==> config.mk <==
export PLATFORM = sky130hd
export DESIGN_NAME = spi_slave
export DESIGN_NICKNAME = d
export VERILOG_FILES = /design/src/rtl/spi_slave.sv
export SDC_FILE = /design/constraint.sdc
export NUM_CORES = 1
export LEC_CHECK = 0
export ABC_CLOCK_PERIOD_IN_PS = 2300
export BUFFER_PORTS_ARGS = -buffer_cell sky130_fd_sc_hd__buf_2
export CAP_MARGIN = 40
export CELL_PAD_IN_SITES_DETAIL_PLACEMENT = 0
export CELL_PAD_IN_SITES_GLOBAL_PLACEMENT = 1
export CORE_MARGIN = 5
export CORE_UTILIZATION = 46
export DETAILED_ROUTE_END_ITERATION = 8
export PLACE_DENSITY = 0.86
export REMOVE_ABC_BUFFERS = 1
export SLEW_MARGIN = 20
export SYNTH_ARGS = -nofsm -noshare
export SYNTH_HDL_FRONTEND = slang
export SYNTH_SLANG_ARGS = --single-unit
==> constraint.sdc <==
create_clock -name clk_i -period 2.3 [get_ports clk_i]
set_clock_uncertainty 0.2 [all_clocks]
set_input_delay 0.345 -clock clk_i [delete_from_list [all_inputs] [get_ports clk_i]]
set_output_delay 0.345 -clock clk_i [all_outputs]
set_load 0.01 [all_outputs]
==> src/rtl/spi_slave.sv <==
// SPI mode-0 slave, 8-bit MSB-first full duplex, with TX holding register and RX valid/ready.
// Define SPI_SLAVE_OVERRUN_FLAG_EN to drop bytes arriving while RX is still unread and flag overrun_o.
//
// state     | meaning
// ST_IDLE   | slave select high; miso driven 0, waiting for a qualified ss falling edge
// ST_ACTIVE | frame in progress; shifting on synchronised spi_clk edges
module spi_slave #(
  parameter int SYNC_STAGES = 2
) (
  input  logic       clk_i,
  input  logic       rstn_i,
  input  logic       spi_clk_i,
  input  logic       spi_ss_i,
  input  logic       spi_mosi_i,
  output logic       spi_miso_o,
  input  logic [7:0] tx_data_i,
  input  logic       tx_valid_i,
  output logic       tx_ready_o,
  output logic [7:0] rx_data_o,
  output logic       rx_valid_o,
  input  logic       rx_ready_i,
  output logic       busy_o,
  output logic       overrun_o
);

  typedef enum logic {
    ST_IDLE   = 1'b0,
    ST_ACTIVE = 1'b1
  } state_t;

  logic [SYNC_STAGES-1:0] sclk_sync_q, ss_sync_q, mosi_sync_q, fill_q;
  logic                   sclk_prev_q, armed_q, armed_d;
  state_t                 state_q, state_d;
  logic [2:0]             bit_cnt_q, bit_cnt_d;
  logic [7:0]             rx_shift_q, rx_shift_d;
  logic [7:0]             tx_shift_q, tx_shift_d;
  logic [7:0]             hold_q, hold_d;
  logic [7:0]             rx_data_q, rx_data_d;
  logic                   hold_full_q, hold_full_d;
  logic                   rx_valid_q, rx_valid_d;
  logic                   overrun_q, overrun_d;
  logic                   miso_q, miso_d;
  logic                   done_q, done_d;

  logic       sclk_s, ss_s, mosi_s, sclk_rise, sclk_fall, move, tx_load;
  logic [7:0] next_tx;

  assign sclk_s    = sclk_sync_q[SYNC_STAGES-1];
  assign ss_s      = ss_sync_q[SYNC_STAGES-1];
  assign mosi_s    = mosi_sync_q[SYNC_STAGES-1];
  assign sclk_rise = sclk_s & ~sclk_prev_q;
  assign sclk_fall = ~sclk_s & sclk_prev_q;
  assign tx_load   = tx_valid_i & ~hold_full_q;
  assign next_tx   = hold_full_q ? hold_q : 8'h00;

  always_comb begin
    state_d     = state_q;
    bit_cnt_d   = bit_cnt_q;
    rx_shift_d  = rx_shift_q;
    tx_shift_d  = tx_shift_q;
    hold_d      = hold_q;
    hold_full_d = hold_full_q;
    rx_data_d   = rx_data_q;
    rx_valid_d  = rx_valid_q;
    overrun_d   = overrun_q;
    miso_d      = miso_q;
    done_d      = 1'b0;
    move        = 1'b0;
    // Only trust ss after the synchroniser holds real samples and has seen ss high,
    // so a frame already in progress at reset release is ignored.
    armed_d     = armed_q | (fill_q[SYNC_STAGES-1] & ss_s);

    case (state_q)
      ST_IDLE: begin
        miso_d    = 1'b0;
        bit_cnt_d = 3'd0;
        if (armed_q && !ss_s) begin
          state_d    = ST_ACTIVE;
          move       = 1'b1;
          tx_shift_d = next_tx;
          miso_d     = next_tx[7];
        end
      end
      ST_ACTIVE: begin
        if (ss_s) begin
          state_d   = ST_IDLE;
          bit_cnt_d = 3'd0;
          miso_d    = 1'b0;
        end else if (sclk_rise) begin
          rx_shift_d = {rx_shift_q[6:0], mosi_s};
          bit_cnt_d  = bit_cnt_q + 3'd1;
          if (bit_cnt_q == 3'd7) begin
            done_d     = 1'b1;
            move       = 1'b1;
            tx_shift_d = next_tx;
            miso_d     = next_tx[7];
          end
        end else if (sclk_fall && bit_cnt_q != 3'd0) begin
          // The falling edge after bit 0 must not disturb the freshly loaded next byte.
          tx_shift_d = {tx_shift_q[6:0], 1'b0};
          miso_d     = tx_shift_q[6];
        end
      end
      default: state_d = ST_IDLE;
    endcase

    if (tx_load) begin
      hold_d      = tx_data_i;
      hold_full_d = 1'b1;
    end else if (move) begin
      hold_full_d = 1'b0;
    end

`ifdef SPI_SLAVE_OVERRUN_FLAG_EN
    if (rx_valid_q && rx_ready_i) overrun_d = 1'b0;
`else
    overrun_d = 1'b0;
`endif

    if (done_q) begin
      if (rx_valid_q && !rx_ready_i) begin
`ifdef SPI_SLAVE_OVERRUN_FLAG_EN
        overrun_d = 1'b1;
`else
        rx_data_d = rx_shift_q;
`endif
      end else begin
        rx_data_d  = rx_shift_q;
        rx_valid_d = 1'b1;
      end
    end else if (rx_valid_q && rx_ready_i) begin
      rx_valid_d = 1'b0;
    end
  end

  always_ff @(posedge clk_i or negedge rstn_i) begin
    if (!rstn_i) begin
      sclk_sync_q <= '0;
      ss_sync_q   <= '1;
      mosi_sync_q <= '0;
      fill_q      <= '0;
      sclk_prev_q <= 1'b0;
      armed_q     <= 1'b0;
      state_q     <= ST_IDLE;
      bit_cnt_q   <= 3'd0;
      rx_shift_q  <= 8'h00;
      tx_shift_q  <= 8'h00;
      hold_q      <= 8'h00;
      hold_full_q <= 1'b0;
      rx_data_q   <= 8'h00;
      rx_valid_q  <= 1'b0;
      overrun_q   <= 1'b0;
      miso_q      <= 1'b0;
      done_q      <= 1'b0;
    end else begin
      sclk_sync_q <= {sclk_sync_q[SYNC_STAGES-2:0], spi_clk_i};
      ss_sync_q   <= {ss_sync_q[SYNC_STAGES-2:0], spi_ss_i};
      mosi_sync_q <= {mosi_sync_q[SYNC_STAGES-2:0], spi_mosi_i};
      fill_q      <= {fill_q[SYNC_STAGES-2:0], 1'b1};
      sclk_prev_q <= sclk_s;
      armed_q     <= armed_d;
      state_q     <= state_d;
      bit_cnt_q   <= bit_cnt_d;
      rx_shift_q  <= rx_shift_d;
      tx_shift_q  <= tx_shift_d;
      hold_q      <= hold_d;
      hold_full_q <= hold_full_d;
      rx_data_q   <= rx_data_d;
      rx_valid_q  <= rx_valid_d;
      overrun_q   <= overrun_d;
      miso_q      <= miso_d;
      done_q      <= done_d;
    end
  end

  assign spi_miso_o = miso_q;
  assign tx_ready_o = ~hold_full_q;
  assign rx_data_o  = rx_data_q;
  assign rx_valid_o = rx_valid_q;
  assign busy_o     = (state_q == ST_ACTIVE);
  assign overrun_o  = overrun_q;

endmodule
# Yosys cells after proc, flatten, opt, wreduce, memory -nomap -nowiden
# Index checks and enable logic that the tools add are counted.
[totals]
output_inout_bits = 13
inputBits = 15
register_bits = 49
wordCells = 78
[classes]
n_addsub = 1
n_eq_ne = 9
bitwise = 10
mux = 29
reduce_logical = 13
[ops]
columns = ["cell", "n"]
rows = [
  ["7-bit 2-to-1 mux", 5],
  ["1-bit 2-to-1 mux", 16],
  ["7-bit case mux with 2 select lines", 1],
  ["8-bit 2-to-1 mux", 1],
  ["3-bit 2-to-1 mux", 2],
  ["2-bit inequality test (second input constant)", 3],
  ["3-bit by 2-bit inequality test with 1-bit output (second input constant)", 2],
  ["1-bit case mux with 2 select lines", 3],
  ["3-bit case mux with 2 select lines", 1],
  ["1-bit inverter", 5],
  ["1-bit AND", 4],
  ["1-bit logical AND", 4],
  ["4-bit by 2-bit inequality test with 1-bit output (second input constant)", 1],
  ["4-bit by 3-bit inequality test with 1-bit output (second input constant)", 1],
  ["2-bit AND reduction", 2],
  ["4-bit AND reduction", 1],
  ["2-bit nonzero test", 2],
  ["3-bit by 1-bit adder with 3-bit output (second input constant)", 1],
  ["3-bit equality test (second input constant)", 1],
  ["3-bit by 1-bit inequality test with 1-bit output (second input constant)", 1],
  ["3-bit AND reduction", 1],
  ["3-bit nonzero test", 1],
  ["1-bit logical NOT", 2],
  ["1-bit OR", 1],
]

# Longest topological paths before layout
[logic_depth]
word_depth = 7
depth_mapped = 6
ltp_nobuf = 6

# Least setup slack after synthesis
# No wires, ideal clock.
[synth_path]
path_kind = "flip-flop to flip-flop"
startpoint = "register bit_cnt_q[0]"
endpoint = "register tx_shift_q[0]"
synth_period_minus_slack_ns = 1.866
path_buffers = 0
t_required_ns = 1.975
setup_ns = 0.125
path_stages_with_launch = 7
slack_ns = 0.434
arrival_ns = 1.541
path_cell_list = "dfrtp_1 ha_1 ha_1 nand4b_1 a21oi_2 a21oi_4 mux2_4"
[synth_via]
elab_chain_len = 4
word_cells_on_any_way = 6
cone_classes = "eq/ne (3); reduce/logical (3)"
[synth_lines]
columns = ["element", "line", "source"]
rows = [
  ["start, declared", "34", "logic [2:0] bit_cnt_q, bit_cnt_d;"],
  ["start signal, assigned", "163", "bit_cnt_q <= bit_cnt_d;"],
  ["3-bit nonzero test", "98", "end else if (sclk_fall && bit_cnt_q != 3'd0) begin"],
  ["1-bit logical AND", "98", ""],
  ["3-bit by 1-bit inequality test with 1-bit output (no source line)", "--", ""],
  ["4-bit AND reduction (no source line) *", "--", ""],
  ["end signal, assigned", "165", "tx_shift_q <= tx_shift_d;"],
  ["end, declared", "36", "logic [7:0] tx_shift_q, tx_shift_d;"],
]
# Mark *: on every way between the ends. The rest lies on a longest branch, timed or not.
# A chain may end at the register's enable or synchronous reset.

# Worst setup path in the final report
[layout_path]
startpoint = "register bit_cnt_q[0]"
endpoint = "register tx_shift_q[5]"
# The elaborated chain is that of the path after synthesis.

==> impl_metrics.csv <==
group,metric,value,unit
timing,fmax,494,MHz
setup_path,r2r_slack,0.27,ns
placement,dp_cells,224,
setup_path,crit_type,"register to register",
clocking,cts_resized,0,
detailed_routing,remaining_drc_errors,0,
grt,antenna_found_initial,0,
synthesis,yosys_warnings,0,
synthesis,avgSynthCellArea,13.7,um^2
setup_path,r2r_start,"bit_cnt_q[0]$_DFFE_PN0P_",
power_and_ir_drop,powerDensity,813,mW/mm^2
grt,grt_max_degree,22,
synthesis,ys_seq_area_frac,0.605,
timing,hold_viol_final,0,
synthesis,ys_seq_elements,49,
detailed_routing,vias,1151,
detailed_routing,final_antenna_net_count,0,
worst_hold_path,hold_path_class,"input pin to register",
power_and_ir_drop,ir_drop,0.000453,V
placement,post-place-ws,0.299,ns
placement,portBuffers,26,
timing,rsz0062_at_grt,"false",
layout,stdcell_count,236,
grt,grt_overflow,0,
detailed_routing,wl_per_cell,13.0,um
timing,tns,0,ns
setup_path,cp_max_fo,7,
power_and_ir_drop,combPwrFrac,0.164,
placement,gp_congestion,0.776,
layout,drive_gt1_frac,0.359,
power_and_ir_drop,p_seq_frac,0.587,
synthesis,postSynthCellCount,148,
layout,stdcell_area,0.00235,mm^2
detailed_routing,drt_iter0_drc,77,
run,drv_cap,0,
timing,setup_viol,0,
grt,grt_usage,0.117,
timing,fin_ws,0.274,ns
setup_path,cp.arrival,2.00,ns
clocking,cts_sinks,49,
setup_path,cp.required,2.27,ns
synthesis,synth_common_cells,"dfrtp_1 (47), mux2_2 (14), nand2_1 (12), mux2_1 (11)",
clocking,cts_tree,"built",
detailed_routing,first_pass_iters,4,
detailed_routing,wl,3.07,mm
floorplan,dieArea,0.00585,mm^2
synthesis,synth_edf_count,0,
floorplan,fp.dieH,76.5,um
placement,place_area,0.00222,mm^2
clocking,root_buffer,"clkbuf_8",
clocking,cts_buffer_depth,2,
grt,grt_pass1_wl,5.53,mm
synthesis,synth_top_area_frac,0.579,
synthesis,synthFlopType,"dfrtp_1",
layout,layout.nets,201,
floorplan,core-area,0.00432,mm^2
clocking,cts_buffers,5,
worst_hold_path,min-delay-start,"tx_data_i[5]",
clocking,clk_pin_slew,0.09,ns
timing,fin_crit,2.03,ns
layout,nFillCells,386,
detailed_routing,via_per_inst,4.88,
power_and_ir_drop,clkPwrFrac,0.249,
floorplan,io_pins,28,
layout,n_antenna_cell,0,
synthesis,ys_top_cells_by_area,"dfrtp_1 (58%), mux2_2 (7.8%), mux2_1 (6.1%)",
synthesis,yosysMostFrequentCell,"dfrtp_1",
timing,period_share,0.881,
power_and_ir_drop,p_sw_frac,0.257,
synthesis,synth.distinct_cells,34,
setup_path,start_kind,"register",
power_and_ir_drop,intPower,1420,uW
layout,utilization,0.544,
clocking,clk_latency,0.29,ns
floorplan,die_x,76.5,um
floorplan,rows,24,
setup_path,startpoint,"bit_cnt_q[0]$_DFFE_PN0P_",
synthesis,synth_top_cell_by_area,"dfrtp_1",
synthesis,ys_async_sr_fraction,1.00,
synthesis,synth_area,0.00203,mm^2
placement,hpwl,2.42,mm
timing,slew_viol_final,0,
status,status,"completed",
setup_path,cp-end-kind,"register",
power_and_ir_drop,p_leak,0.00118,uW
clocking,htree_levels,2,
layout,syn_to_final_growth,15.7,%
power_and_ir_drop,p_switching,492,uW
floorplan,start_util,0.470,
grt,grt_pass1_vias,1230,
[power groups by stage]
stage          clock (uW)  combinational (uW)  sequential, uW
2_1_floorplan           0                 235            1100
3_3_place_gp            0                 304            1120
3_5_place_dp            0                 319            1140
4_1_cts               494                 321            1120
5_1_grt               535                 350            1140
6_report              476                 314            1120
[path summary, 6_finish.rpt]
check                      cells past startpoint                        end
max                                            6  tx_shift_q[5]$_DFFE_PN0P_
min in group asynchronous                      2  rx_shift_q[2]$_DFFE_PN0P_
max in group asynchronous                      3     ss_sync_q[1]$_DFF_PN1_
max reg2reg                                    6  tx_shift_q[5]$_DFFE_PN0P_
min                                            2      hold_q[5]$_DFFE_PN0P_
min reg2reg                                    0        fill_q[1]$_DFF_PN0_
[through the flow]
step / total power, uW / hold WS, ns
after detailed placement: 1450 / 0.104
final: 1910 / 0.0694
after global placement: 1430 / 0.101
after floorplan: 1340 / -0.151
after CTS: 1940 / 0.0606
after global routing: 2030 / 0.0633
[cells by family (layout without fill, tap and decap cells)]
| logic type | Yosys count | after routing | synth area share |
|---|---|---|---|
| simple gates | 35 | 35 | 0.100 |
| xor+xnor | 1 | 1 | 0.00431 |
| compound gates | 16 | 16 | 0.0542 |
| flops | 49 | 49 | 0.605 |
| other cells | 2 | 2 | 0.00370 |
| mux | 32 | 32 | 0.190 |
| buf+inv | 10 | 46 | 0.0240 |
| fa+ha+maj | 3 | 3 | 0.0185 |
[per-layer routing]
metal | part of all wire | global-route usage | up-vias
met4 | 0.020 | 0.0524 | 0
met2 | 0.47 | 0.181 | 17
met1 | 0.46 | 0.146 | 551
met5 | 0 | 0 | -
met3 | 0.050 | 0.0426 | 6
li1 | - | - | 577
[registers in the layout, indices dropped and copies added, names as in the netlist]
register / count
spi_miso_o: 1
fill_q: 2
bit_cnt_q: 3
armed_q: 1
rx_data_o: 8
tx_shift_q: 7
hold_q: 8
ss_sync_q: 2
rx_shift_q: 8
hold_full_q: 1
mosi_sync_q: 2
busy_o: 1
sclk_sync_q: 2
rx_valid_o: 1
sclk_prev_q: 1
done_q: 1
[critical path, stage by stage (launching register included)]
cell      delay, ns
dfrtp_1        0.42
ha_1           0.22
ha_1           0.21
nand4b_1       0.13
a21oi_2        0.10
a21oi_4        0.29
mux2_4         0.34
[layout make-up]
class / count / area [um^2] / share of cell area
clock buffers: 6 / 72.6 / 0.0309
repair buffers: 34 / 200 / 0.0852
clock inverters: 2 / 15.0 / 0.00639
well taps: 52 / 65.1 / 0.0277
flip-flops and latches: 49 / 1230 / 0.523
inverters: 4 / 15.0 / 0.00639
multi-input cells: 89 / 754 / 0.321
[what timing repair did]
item	4_1_cts	5_1_grt
hold endpoints to repair	21	0
hold buffers	4	0
setup buffers	0	0
[placed cells by master, fill, tap and decap left out, types with 5 or more instances in the layout]
| cell type | synthesis | routed |
|---|---|---|
| mux2_1 | 11 | 11 |
| nand3_1 | 7 | 7 |
| dfrtp_1 | 47 | 47 |
| mux2_2 | 14 | 14 |
| buf_2 | 3 | 26 |
| nand2_1 | 12 | 12 |
| o21ai_0 | 6 | 6 |
| mux2_4 | 7 | 7 |
| clkbuf_8 | 0 | 5 |
Power figures use the tool's default switching activity.
